===== src/rtl/burst_ram_sim_pkg.sv =====
// burst_ram_sim shared types and default parameters.
// Controller states and default sizing constants.
package burst_ram_sim_pkg;

  localparam int DEF_DATA_BITWIDTH            = 64;
  localparam int DEF_DEPTH_BITWIDTH           = 4;
  localparam int DEF_BURST_COUNT              = 4;
  localparam int DEF_CYCLES_BEFORE_INITIATED  = 10;
  localparam int DEF_CYCLES_BEFORE_DATA_VALID = 6;

  typedef enum logic [2:0] {
    ST_INIT,
    ST_IDLE,
    ST_WRITE,
    ST_READ_WAIT,
    ST_READ
  } state_e;

endpackage


===== src/rtl/burst_ram_sim_mem.sv =====
// burst_ram_sim beat array: one byte-masked write port, one async read.
// Contents are deliberately not reset so data survives rst_n.
module burst_ram_sim_mem #(
  parameter int DW = 64,
  parameter int AW = 4
) (
  input  logic            clk,
  input  logic            we,
  input  logic [AW-1:0]   waddr,
  input  logic [DW-1:0]   wdata,
  input  logic [DW/8-1:0] wmask,
  input  logic [AW-1:0]   raddr,
  output logic [DW-1:0]   rdata
);

  localparam int NB = DW / 8;

  logic [DW-1:0] mem [2**AW];

  // Byte-granular write; a set mask bit keeps the old byte.
  always_ff @(posedge clk) begin
    for (int b = 0; b < NB; b++) begin
      if (we && !wmask[b]) begin
        mem[waddr][b*8 +: 8] <= wdata[b*8 +: 8];
      end
    end
  end

  assign rdata = mem[raddr];

endmodule


===== src/rtl/burst_ram_sim.sv =====
// burst_ram_sim: behavioural burst RAM with init delay and read latency.
// Define BURST_RAM_SIM_PROTOCOL_ERR_EN to add the sticky protocol_err output.
module burst_ram_sim
  import burst_ram_sim_pkg::*;
#(
  parameter int DATA_BITWIDTH            = DEF_DATA_BITWIDTH,
  parameter int DEPTH_BITWIDTH           = DEF_DEPTH_BITWIDTH,
  parameter int BURST_COUNT              = DEF_BURST_COUNT,
  parameter int CYCLES_BEFORE_INITIATED  = DEF_CYCLES_BEFORE_INITIATED,
  parameter int CYCLES_BEFORE_DATA_VALID = DEF_CYCLES_BEFORE_DATA_VALID
) (
  input  logic                       clk,
  input  logic                       rst_n,
  input  logic                       cmd,
  input  logic                       cmd_en,
  input  logic [DEPTH_BITWIDTH-1:0]  addr,
  input  logic [DATA_BITWIDTH-1:0]   wr_data,
  input  logic [DATA_BITWIDTH/8-1:0] data_mask,
  output logic [DATA_BITWIDTH-1:0]   rd_data,
  output logic                       rd_data_valid,
  output logic                       busy,
  output logic                       init_calib
`ifdef BURST_RAM_SIM_PROTOCOL_ERR_EN
  ,
  output logic                       protocol_err
`endif
);

  localparam int DW = DATA_BITWIDTH;
  localparam int AW = DEPTH_BITWIDTH;
  localparam int BW = $clog2(BURST_COUNT + 1);

  localparam logic [BW-1:0] BEAT_ONE  = BW'(1);
  localparam logic [BW-1:0] BEAT_LAST = BW'(BURST_COUNT - 1);
  localparam logic [BW-1:0] BEAT_END  = BW'(BURST_COUNT);
  localparam logic [31:0]   INIT_LAST = 32'(CYCLES_BEFORE_INITIATED - 1);
  localparam logic [31:0]   WAIT_LAST = 32'(CYCLES_BEFORE_DATA_VALID - 1);
  localparam logic          MULTI     = (BURST_COUNT > 1);

  state_e          state_q, state_d;
  logic [31:0]     cnt_q, cnt_d;
  logic [BW-1:0]   beat_q, beat_d;
  logic [AW-1:0]   base_q, base_d;
  logic            busy_q, busy_d;
  logic            init_q, init_d;
  logic [DW-1:0]   rd_q, rd_d;
  logic            vld_q, vld_d;

  logic            accept;
  logic [AW-1:0]   beat_addr;
  logic            mem_we;
  logic [AW-1:0]   mem_waddr;
  logic [DW-1:0]   mem_rdata;

  // Commands are only taken in IDLE (ready and not bursting).
  assign accept    = cmd_en && (state_q == ST_IDLE);
  assign beat_addr = base_q + AW'(beat_q);

  burst_ram_sim_mem #(
    .DW (DW),
    .AW (AW)
  ) u_mem (
    .clk   (clk),
    .we    (mem_we),
    .waddr (mem_waddr),
    .wdata (wr_data),
    .wmask (data_mask),
    .raddr (beat_addr),
    .rdata (mem_rdata)
  );

  // State and datapath registers.
  always_ff @(posedge clk or negedge rst_n) begin
    if (!rst_n) begin
      state_q <= ST_INIT;
      cnt_q   <= '0;
      beat_q  <= '0;
      base_q  <= '0;
      busy_q  <= 1'b0;
      init_q  <= 1'b0;
      rd_q    <= '0;
      vld_q   <= 1'b0;
    end else begin
      state_q <= state_d;
      cnt_q   <= cnt_d;
      beat_q  <= beat_d;
      base_q  <= base_d;
      busy_q  <= busy_d;
      init_q  <= init_d;
      rd_q    <= rd_d;
      vld_q   <= vld_d;
    end
  end

  // Next-state decode.
  always_comb begin
    state_d = state_q;
    unique case (state_q)
      ST_INIT: begin
        if (cnt_q == INIT_LAST) state_d = ST_IDLE;
      end
      ST_IDLE: begin
        if (accept) begin
          if (!cmd)       state_d = ST_READ_WAIT;
          else if (MULTI) state_d = ST_WRITE;
        end
      end
      ST_WRITE: begin
        if (beat_q == BEAT_LAST) state_d = ST_IDLE;
      end
      ST_READ_WAIT: begin
        if (cnt_q == WAIT_LAST) state_d = ST_READ;
      end
      ST_READ: begin
        if (beat_q == BEAT_END) state_d = ST_IDLE;
      end
      default: state_d = ST_INIT;
    endcase
  end

  // Counters, beat sequencing, memory strobes and registered outputs.
  always_comb begin
    cnt_d     = cnt_q;
    beat_d    = beat_q;
    base_d    = base_q;
    busy_d    = busy_q;
    init_d    = init_q;
    rd_d      = rd_q;
    vld_d     = vld_q;
    mem_we    = 1'b0;
    mem_waddr = beat_addr;
    unique case (state_q)
      ST_INIT: begin
        if (cnt_q == INIT_LAST) begin
          cnt_d  = '0;
          init_d = 1'b1;
        end else begin
          cnt_d = cnt_q + 32'd1;
        end
      end
      ST_IDLE: begin
        if (accept) begin
          base_d = addr;
          cnt_d  = '0;
          if (cmd) begin
            // Beat 0 lands on the command edge itself.
            mem_we    = 1'b1;
            mem_waddr = addr;
            beat_d    = BEAT_ONE;
            busy_d    = MULTI;
          end else begin
            beat_d = '0;
            busy_d = 1'b1;
          end
        end
      end
      ST_WRITE: begin
        mem_we = 1'b1;
        if (beat_q == BEAT_LAST) begin
          beat_d = '0;
          busy_d = 1'b0;
        end else begin
          beat_d = beat_q + BEAT_ONE;
        end
      end
      ST_READ_WAIT: begin
        if (cnt_q == WAIT_LAST) begin
          rd_d   = mem_rdata;
          vld_d  = 1'b1;
          beat_d = BEAT_ONE;
          cnt_d  = '0;
        end else begin
          cnt_d = cnt_q + 32'd1;
        end
      end
      ST_READ: begin
        if (beat_q == BEAT_END) begin
          vld_d  = 1'b0;
          busy_d = 1'b0;
          beat_d = '0;
        end else begin
          rd_d   = mem_rdata;
          beat_d = beat_q + BEAT_ONE;
        end
      end
      default: begin
        cnt_d  = '0;
        beat_d = '0;
      end
    endcase
  end

  assign rd_data       = rd_q;
  assign rd_data_valid = vld_q;
  assign busy          = busy_q;
  assign init_calib    = init_q;

`ifdef BURST_RAM_SIM_PROTOCOL_ERR_EN
  logic perr_q, perr_d;

  // Sticky flag for any strobe that arrives while not ready.
  always_comb begin
    perr_d = perr_q | (cmd_en & ~accept);
  end

  // Cleared only by reset.
  always_ff @(posedge clk or negedge rst_n) begin
    if (!rst_n) perr_q <= 1'b0;
    else        perr_q <= perr_d;
  end

  assign protocol_err = perr_q;
`endif

endmodule


===== config.mk =====
export PLATFORM = sky130hd
export DESIGN_NAME = burst_ram_sim
export DESIGN_NICKNAME = d
export VERILOG_FILES = /design/src/rtl/burst_ram_sim_pkg.sv /design/src/rtl/burst_ram_sim_mem.sv /design/src/rtl/burst_ram_sim.sv
export SDC_FILE = /design/constraint.sdc
export NUM_CORES = 1
export LEC_CHECK = 0
export CAP_MARGIN = 10
export CORE_UTILIZATION = 61
export CTS_CLUSTER_SIZE = 16
export DETAILED_ROUTE_END_ITERATION = 12
export PLACE_DENSITY = 0.79
export SLEW_MARGIN = 20
export SYNTH_ARGS = -nofsm -noshare
export SYNTH_HDL_FRONTEND = slang
export SYNTH_HIERARCHICAL = 1
export SYNTH_SLANG_ARGS = --single-unit

===== constraint.sdc =====
create_clock -name clk -period 3.9 [get_ports clk]
set_clock_uncertainty 0.05 [all_clocks]
set_input_delay 0.78 -clock clk [delete_from_list [all_inputs] [get_ports clk]]
set_output_delay 0.78 -clock clk [all_outputs]
set_load 0.005 [all_outputs]

==> results of run 1 <==
## placed cells by master, fill, tap and decap left out, drive strengths merged, types with 13 or more instances in the layout
| master | n |
|---|---|
| a22oi | 132 |
| buf | 205 |
| bufinv | 13 |
| clkbuf | 130 |
| clkdlybuf4s50 | 145 |
| clkinv | 45 |
| dfrtp | 109 |
| edfxtp | 1024 |
| inv | 27 |
| mux2 | 71 |
| mux4 | 256 |
| nand2 | 118 |
| nand3 | 21 |
| nor2 | 153 |
| nor4 | 19 |
| o211ai | 13 |
| o21ai | 21 |
## flip-flops by register name, indices dropped and copies added (netlist names)
register	flops
init_calib	1
state_q	3
rd_data	64
busy	1
u_mem/mem	1024
beat_q	3
rd_data_valid	1
cnt_q	32
base_q	4
## routing by layer
metal  vias up  wire [um]
met3       250      11100
met4         6       4000
met2      1634      53500
met5         -         25
met1     12499      40200
li1       9845          -
## stage by stage
stage	area [um^2]	power, mW	cells	hold WS (ps)
global route	51900	45.0	3617	271
global placement	48300	32.5	3416	418
finish	51900	43.6	3619	193
floorplan	44600	26.9	2254	418
CTS	51800	43.6	3613	221
detailed placement	48300	32.9	3416	431
## synthesized netlist by cell type (5+ instances only)
| cell | count | share of area |
|---|---|---|
| nor2b_1 | 10 | 0.0014 |
| nand4_1 | 11 | 0.0015 |
| o21ai_0 | 15 | 0.0017 |
| clkbuf_1 | 74 | 0.0062 |
| a31oi_1 | 5 | 0.00070 |
| dfrtp_1 | 109 | 0.061 |
| a21oi_1 | 11 | 0.0012 |
| o2111ai_1 | 5 | 0.00098 |
| or3_1 | 6 | 0.00084 |
| nor4_1 | 18 | 0.0025 |
| ha_1 | 9 | 0.0025 |
| edfxtp_1 | 1024 | 0.69 |
| mux2_4 | 40 | 0.013 |
| nor2_1 | 152 | 0.013 |
| a22oi_1 | 132 | 0.022 |
| nand2b_1 | 11 | 0.0015 |
| nor3_1 | 8 | 0.00090 |
| and4_1 | 10 | 0.0020 |
| o22ai_1 | 11 | 0.0015 |
| o21ai_1 | 6 | 0.00067 |
| buf_1 | 18 | 0.0015 |
| o221ai_1 | 6 | 0.0012 |
| buf_4 | 8 | 0.0013 |
| nand2_1 | 118 | 0.0099 |
| o211ai_1 | 13 | 0.0022 |
| mux2_2 | 22 | 0.0056 |
| and2_1 | 7 | 0.00098 |
| buf_2 | 18 | 0.0020 |
| mux2_1 | 9 | 0.0023 |
| inv_1 | 24 | 0.0020 |
| mux4_2 | 256 | 0.13 |
| buf_6 | 18 | 0.0045 |
| nand3_1 | 21 | 0.0024 |
## critical path, cell delays in order, from the launching register on
cell and delay (ps):
dfrtp_1 420, ha_1 310, a21o_1 190, a21oi_1 210, xnor2_1 120, buf_4 170, mux2_2 340, nor2b_1 300
nand2_1 320, buf_12 260, nor2_1 160, buf_4 190
## path summary, 6_finish.rpt
path                            startpoint               to  slack (ps)  depth (start not counted)
worst max-delay path             beat_q[1]  u_mem/mem[6][4]         560                         11
max in group asynchronous            rst_n      rd_data[30]        2750                          2
worst min register to register  init_calib       init_calib         440                          1
min in group clk                init_calib       init_calib         440                          1
worst max register to register   beat_q[1]  u_mem/mem[6][4]         560                         11
worst min-delay path                 rst_n        cnt_q[29]         190                          1
## cells by family after synthesis
logic type	after synthesis
buf+inv	162
compound gates	227
flops	1133
simple gates	389
fa+ha+maj	10
xor+xnor	6
mux	327
## report_power, final
| part | internal [mW] | leakage (nW) | total (mW) | switching, mW |
|---|---|---|---|---|
| clock network | 6.05 | 1.72 | 10.5 | 4.43 |
| registers | 14.3 | 10.7 | 14.7 | 0.437 |
| logic | 8.20 | 5.14 | 18.4 | 10.2 |
## final cells by class
cell class,instances,area share
sequential,1133,0.646
multi-input combinational,959,0.200
timing repair buffer,350,0.0614
clock buffer,130,0.0549
tap,950,0.0229
clock inverter,67,0.0131
inverter,24,0.00188
antenna,6,0.000290
==> metrics.txt, run 1 <==
antenna violations before repair 10; vias in the first global route 24333; global route overflow 0; CP Class flip-flop to flip-flop; Initial DRC Count 3304; Initial Utilization 0.620; drc violations 0; Seq/Total Area, Yosys 0.751; area delta synth->final 16.3%; Critical Path AT ~3700 ps; Layout Nets 2664; Rows 98; Routed Antenna Nets 0; CTS tree built; Post-CTS Setup Repair Bufs 0; status finished, final reports clean; area of the multi-input gates 10400 um^2; Post-Route WL 109 mm; CTS max path bufs 3; post-CTS sizing 0; CP Launch Type flip-flop; Final Setup Violations 0; largest net degree at the start of global routing 97; worst vdd ir around 0.87 mV; CP required 4230 ps; Synth Instances roughly 2300; Chip Width approximately 270 um; worst hold path type input port to async pin; pre-CTS setup slack 106 ps; fin crit period between 3000 and 4000 ps; H-tree depth 3; FILL cells between 4000 and 5000; #FFs+latches synth 1133; met1 Use GR 0.414; die area 74200 um^2; Adder-Cell Fraction of Synth Area 0.00297; largest family of logic cells by synthesized area multiplexers; Final Slew Violations 0; Cell Pwr Density 841 nW/um^2; CTS clk-pin slew, worst paths 70 ps; met2 Track Usage GR 0.477; post-synthesis area per instance ~20 um^2; port buffer count 146; first-pass GRT wire length 160 mm; met3 usage in global routing 0.0613; Yosys warnings 6; Pre-Repair DR Iteration Count 6; post-synthesis async set-or-reset flop share 0.0962; worst-skew pair later-pin latency about 680 ps; I/O pins 147; DIE HEIGHT 272 um; Final Cycle Share 0.856; final setup TNS 0 ps; Final WS setup between 500 and 600 ps; Most Crowded Layer GR met2; CTS root buf clkbuf_16; Hold Vio Cnt, Final 0; top_reg_cell synth edfxtp_1; Post-Syn Area between 40000 and 50000 um^2; Slew headroom 0.321; syn nets 2344; critical-path maximum fanout 7; Final HPWL DP 65.5 mm; number of clock sinks roughly 1100; CP Capture Type flip-flop; actual slew at the worst max-slew pin slightly above 1000 ps; Final Util 0.722; P_leak 17.6 nW; vias per cell 6.70; GRT Total Usage 0.300; max-cap violations 0; vias between 20000 and 25000; FF+latch area 33500 um^2; xor/xnor share of the synthesized area 0.00118; fraction of layout instances using a drive strength above 1 0.262; CTS Hold Bufs 0; maximum clock rate 299 MHz; gpl congestion 0.911; total CTS buffers roughly 110; core area approximately 72000 um^2; area fraction in compound gates after synthesis 0.0366; detailed-route wire length per cell about 30 um; number of synthesized flops with an enable pin 1024; mux share of post-synthesis cell area 0.151; RSZ-0062 raised after global routing false; library cells used by synthesis 58; simple-gate share of the synthesized area 0.0399
Power figures use the tool's default switching activity.
==> run 2: changes to the inputs <==
- PLACE_DENSITY: 0.79 -> 0.86
- REMOVE_ABC_BUFFERS: unset -> 1
==> run 2 against run 1 <==
  * Worst hold slack improved by 260 ps
  * Final cell count increased by 0.17%
  * Critical path type unchanged
  * Maximum frequency decreased by 13%
  * Sequential share of layout area about the same
  * Critical path depth decreased by 2
  * Flip-flop and latch count unchanged
==> metrics.txt, run 2 (synthesis gave the netlist of run 1 again) <==
P_leak ~18 nW; Hold Vio Cnt, Final 0; die area 74200 um^2; detailed-route wire length per cell 33.5 um; antenna violations before repair 3; Layout Nets 2671; fin crit period 3850 ps; Crit path max-delay family simple AND/OR/NAND/NOR gates; met3 WL 14.2 mm; vias per cell around 7; Finished Layout Cells between 3000 and 4000; post-CTS sizing 0; Pre-Repair DR Iteration Count 7; worst hold path type flip-flop to flip-flop; Largest register FFs roughly 1000; HP Start rd_data[23]; worst reg2reg startpoint state_q[0]; CP Launch Type flip-flop; status finished, final reports clean; WP buf/inv 2; Rows 98; Initial DRC Count 3840; I/O pins between 100 and 150; Post-Route WL 122 mm; hold path cells 1; Final Setup Violations 0; fraction of layout instances using a drive strength above 1 0.265; CTS root buf clkbuf_16; worst-skew pair later-pin latency 680 ps; Slew headroom 0.326; DIE HEIGHT 272 um; Final Slew Violations 0; core area 71900 um^2; max-cap violations 0; Chip Width 272 um; Final HPWL DP 69.4 mm; Routed Antenna Nets 0; Critical Path AT 4180 ps; total CTS buffers 107; Final Cycle Share 0.988; CTS clk-pin slew, worst paths roughly 70 ps; Cell Pwr Density 859 nW/um^2; maximum clock rate 260 MHz; Max stage delay cell, worst path dfrtp_1; vias approximately 26000; actual slew at the worst max-slew pin just over 1000 ps; drc violations 0; dpl cells around 3400; crit path cell chain nor2b_1, and2_1, nand2_1, a21oi_1, nor2b_1, nand2_1, buf_4, nor2_1, buf_4; met2 WL 60.7 mm; H-tree depth 3; global route overflow 0; Crit path depth 9; GRT Total Usage 0.334; Largest Register u_mem/mem; highest layer used for signal routing met5; CP Class flip-flop to flip-flop; CTS max path bufs 3; area delta synth->final 16.4%; cells on worst reg2reg path 9; CTS tree built; commonest non-fill, non-tap cell in the layout edfxtp_1; critical-path maximum fanout 15; worst vdd ir around 1.1 mV; most frequent cells in the layout edfxtp_1, mux4_2, buf_4; RSZ-0062 raised after global routing false; first-pass GRT wire length between 150 and 200 mm; WL met1 around 40 mm; port buffer count 146; CP peak stage delay 640 ps; number of clock sinks 1133; CP Capture Type flip-flop; critical path launch point state_q[0]; CP required 4230 ps; gpl congestion 0.894; largest net degree at the start of global routing 97; final setup TNS 0 ps; Initial Utilization 0.620; vias in the first global route 26063
==> run 2: metal layers <==
metal / vias up / global-route usage
met2: 2281 / 0.554
met4: 4 / 0.155
met1: 12956 / 0.429
li1: 9851 / -
met5: - / 0
met3: 444 / 0.0677
==> run 2: through the flow <==
| step | hold WS [ps] | worst slack [ps] | utilization | power (mW) | instance area (um^2) |
|---|---|---|---|---|---|
| floorplan | 418 | -8240 | - | 21.1 | 43900 |
| global placement | 424 | 132 | 0.673 | 32.4 | 48300 |
| detailed placement | 435 | -267 | 0.673 | 33.1 | 48300 |
| CTS | 235 | 241 | 0.721 | 44.3 | 51800 |
| global route | 477 | 13.6 | 0.722 | 45.7 | 51900 |
| finish | 450 | 48.2 | 0.722 | 44.6 | 51900 |
==> run 2: area by class of cell <==
| type | instances | area (um^2) |
|---|---|---|
| Sequential cell | 1133 | 33500 |
| Fill cell | 3793 | 20000 |
| Multi-Input combinational cell | 959 | 10400 |
| Timing Repair Buffer | 356 | 3220 |
| Clock buffer | 146 | 3030 |
| Tap cell | 950 | 1190 |
| Clock inverter | 52 | 478 |
| Inverter | 24 | 97.6 |
| Antenna cell | 5 | 12.5 |
==> run 2: repair_timing <==
item / in CTS / in global routing
hold endpoints to repair: 0 / 1
setup buffers: 0 / 0
hold buffers: 0 / 1
==> run 2: final timing paths <==
path	end	slack [ps]
worst max-delay path	u_mem/mem[6][0]	50
worst min-delay path	rd_data[23]	450
worst max register to register	u_mem/mem[6][0]	50
worst min register to register	rd_data[23]	450
max in group asynchronous	rd_data[13]	2270
min in group asynchronous	rd_data[16]	540
==> run 2: power breakdown <==
part           switching (mW)  total, mW  internal [mW]
Clock                    4.61       10.5           5.91
Combinational            11.0       19.2           8.22
Sequential              0.491       14.8           14.3
==> RTL edit: new RTL, config.mk and constraints of run 1 <==
The package constant `DEF_DATA_BITWIDTH` goes from 64 to 96.
--- a/src/rtl/burst_ram_sim_pkg.sv
+++ b/src/rtl/burst_ram_sim_pkg.sv
@@ -3,5 +3,5 @@
 package burst_ram_sim_pkg;
 
-  localparam int DEF_DATA_BITWIDTH            = 64;
+  localparam int DEF_DATA_BITWIDTH            = 96;
   localparam int DEF_DEPTH_BITWIDTH           = 4;
   localparam int DEF_BURST_COUNT              = 4;
Ports: changed (resized data_mask, rd_data and wr_data); port bits go from 147 to 215. No check against the original RTL was run, so the function may have changed too.
==> RTL edit against run 1 <==
Final area rose by 46%. Area after synthesis rose by 45%. Setup slack got worse by 0.34 ns. Worst hold slack got worse by 0.17 ns. Maximum frequency fell by 9.1%. Via count rose by 40%. Core utilization fell by 0.42 points. Critical path depth fell by 2. Power rose by 53%. Routed wire length rose by 43%. Highest routed layer unchanged. Sequential cell count rose by 544.
==> RTL edit: results <==
cts:
  htreeDepth: 4
  cts_made_buffers: 161
  clk_latency_ns: 0.78
  clockBufferDepth: 3
run_status:
  status: "finished, final reports clean"
synth:
  synth_async_sr_flop_share: 0.0841
  ys_top_cells_by_area: "edfxtp_1 71%, mux4_2 13%, dfrtp_1 5.4%, a22oi_1 2.2%, mux2_2 1.3%"
  synth_fp_nets: 3262
  synth-edff-count: 1536
  yosys-top-cells-count: "1536 x edfxtp_1, 384 x mux4_2, 216 x nor2_1, 192 x a22oi_1, 141 x dfrtp_1"
  ys_types: 61
  ys_warn_count: 6
  synth.avg_cell_area_sq_um: 20.7
  yosysSeqAreaShare: 0.766
place:
  place_congestion: 0.890
  placed_area_sq_mm: 0.0703
  dp.final_hpwl_um: 94900
  port_buffers: 214
  dp.cells: 4852
detailed_routing:
  wl_met1_um: 57200
  wl_met2_um: 79200
  wirelength_um: 156000
  postRouteAntennaNets: 0
  drtIter0Drc: 4273
  firstDrtPassIters: 6
  met3_length_um: 14500
  via_count: 33952
worst_setup_path:
  r2r_slack_ns: 0.22
  r2r-start: "beat_q[0]$_DFFE_PN0P_"
  crit_slowest_cell: "fa_1"
  rr_worst_depth: 9
  slowest_delay_ns: 0.57
  crit_fanout: 52
  crit_family: "buffers and inverters"
  arrival_ns: 4.27
  rr_endpoint: "rd_data[18]$_DFFE_PN0P_"
global_routing:
  use_met1: 0.405
  grt_max_degree: 81
  grt_usage: 0.296
  antenna_found_initial: 9
  grt_pass1_wl_um: 231000
  grtUsageMet2: 0.486
  grtUsageMet3: 0.0545
  grt_pass1_vias: 35243
final_layout:
  multiInputGateArea_sq_mm: 0.0141
  final_nets: 3750
  regMostFlops: "u_mem/mem"
  drive_above_1_share: 0.272
  largest_reg_flops: 1536
  nFillCells: 5760
  fin_cells: 5159
sta:
  tightest_slew_ns: 1.11
  hold_violations: 0
  hold_slack_ns: 0.0198
power_and_ir_drop:
  p_leak_uw: 0.0253
  peakVddDrop_mv: 1.08
-- RTL edit: final cells by class --
type / count / area share
clock buffers: 208 / 0.0563
multi-input cells: 1243 / 0.187
well taps: 1391 / 0.0230
inverters: 20 / 0.00109
repair buffers: 521 / 0.0624
diodes: 9 / 0.000298
flip-flops and latches: 1677 / 0.657
clock inverters: 90 / 0.0127
-- RTL edit: how the worst max path moves through the flow --
stage                          start                           to  cells past startpoint
2_1_floorplan                 cmd_en  u_mem/mem[14][32]$_DFFE_PP_                      8
3_3_place_gp                  cmd_en   u_mem/mem[8][81]$_DFFE_PP_                     10
3_5_place_dp                  cmd_en   u_mem/mem[8][81]$_DFFE_PP_                     10
4_1_cts        beat_q[0]$_DFFE_PN0P_      rd_data[18]$_DFFE_PN0P_                      9
5_1_grt        beat_q[0]$_DFFE_PN0P_      rd_data[18]$_DFFE_PN0P_                      9
6_report       beat_q[0]$_DFFE_PN0P_      rd_data[18]$_DFFE_PN0P_                      9
-- RTL edit: kinds of logic (layout without fill, tap and decap cells) --
group / after synthesis / count (layout) / share of synthesized area
xor+xnor: 6 / 6 / 0.000811
compound gates: 275 / 275 / 0.0305
buf+inv: 216 / 839 / 0.0172
other cells: 0 / 9 / 0
mux: 492 / 492 / 0.153
fa+ha+maj: 10 / 10 / 0.00205
flops: 1677 / 1677 / 0.766
simple gates: 460 / 460 / 0.0308
-- RTL edit: per-stage QoR --
stage	setup WS, ns	total power (uW)
2_1_floorplan	0.833	41400
3_3_place_gp	0.271	50200
3_5_place_dp	0.152	51100
4_1_cts	0.293	66900
5_1_grt	0.220	69100
6_report	0.224	66800
-- RTL edit: power by group --
part           total, uW  switching (uW)  internal [uW]
clock              15400            6690           8670
sequential         22200             642          21500
combinational      29300           16500          12800
total              66800           23800          43000
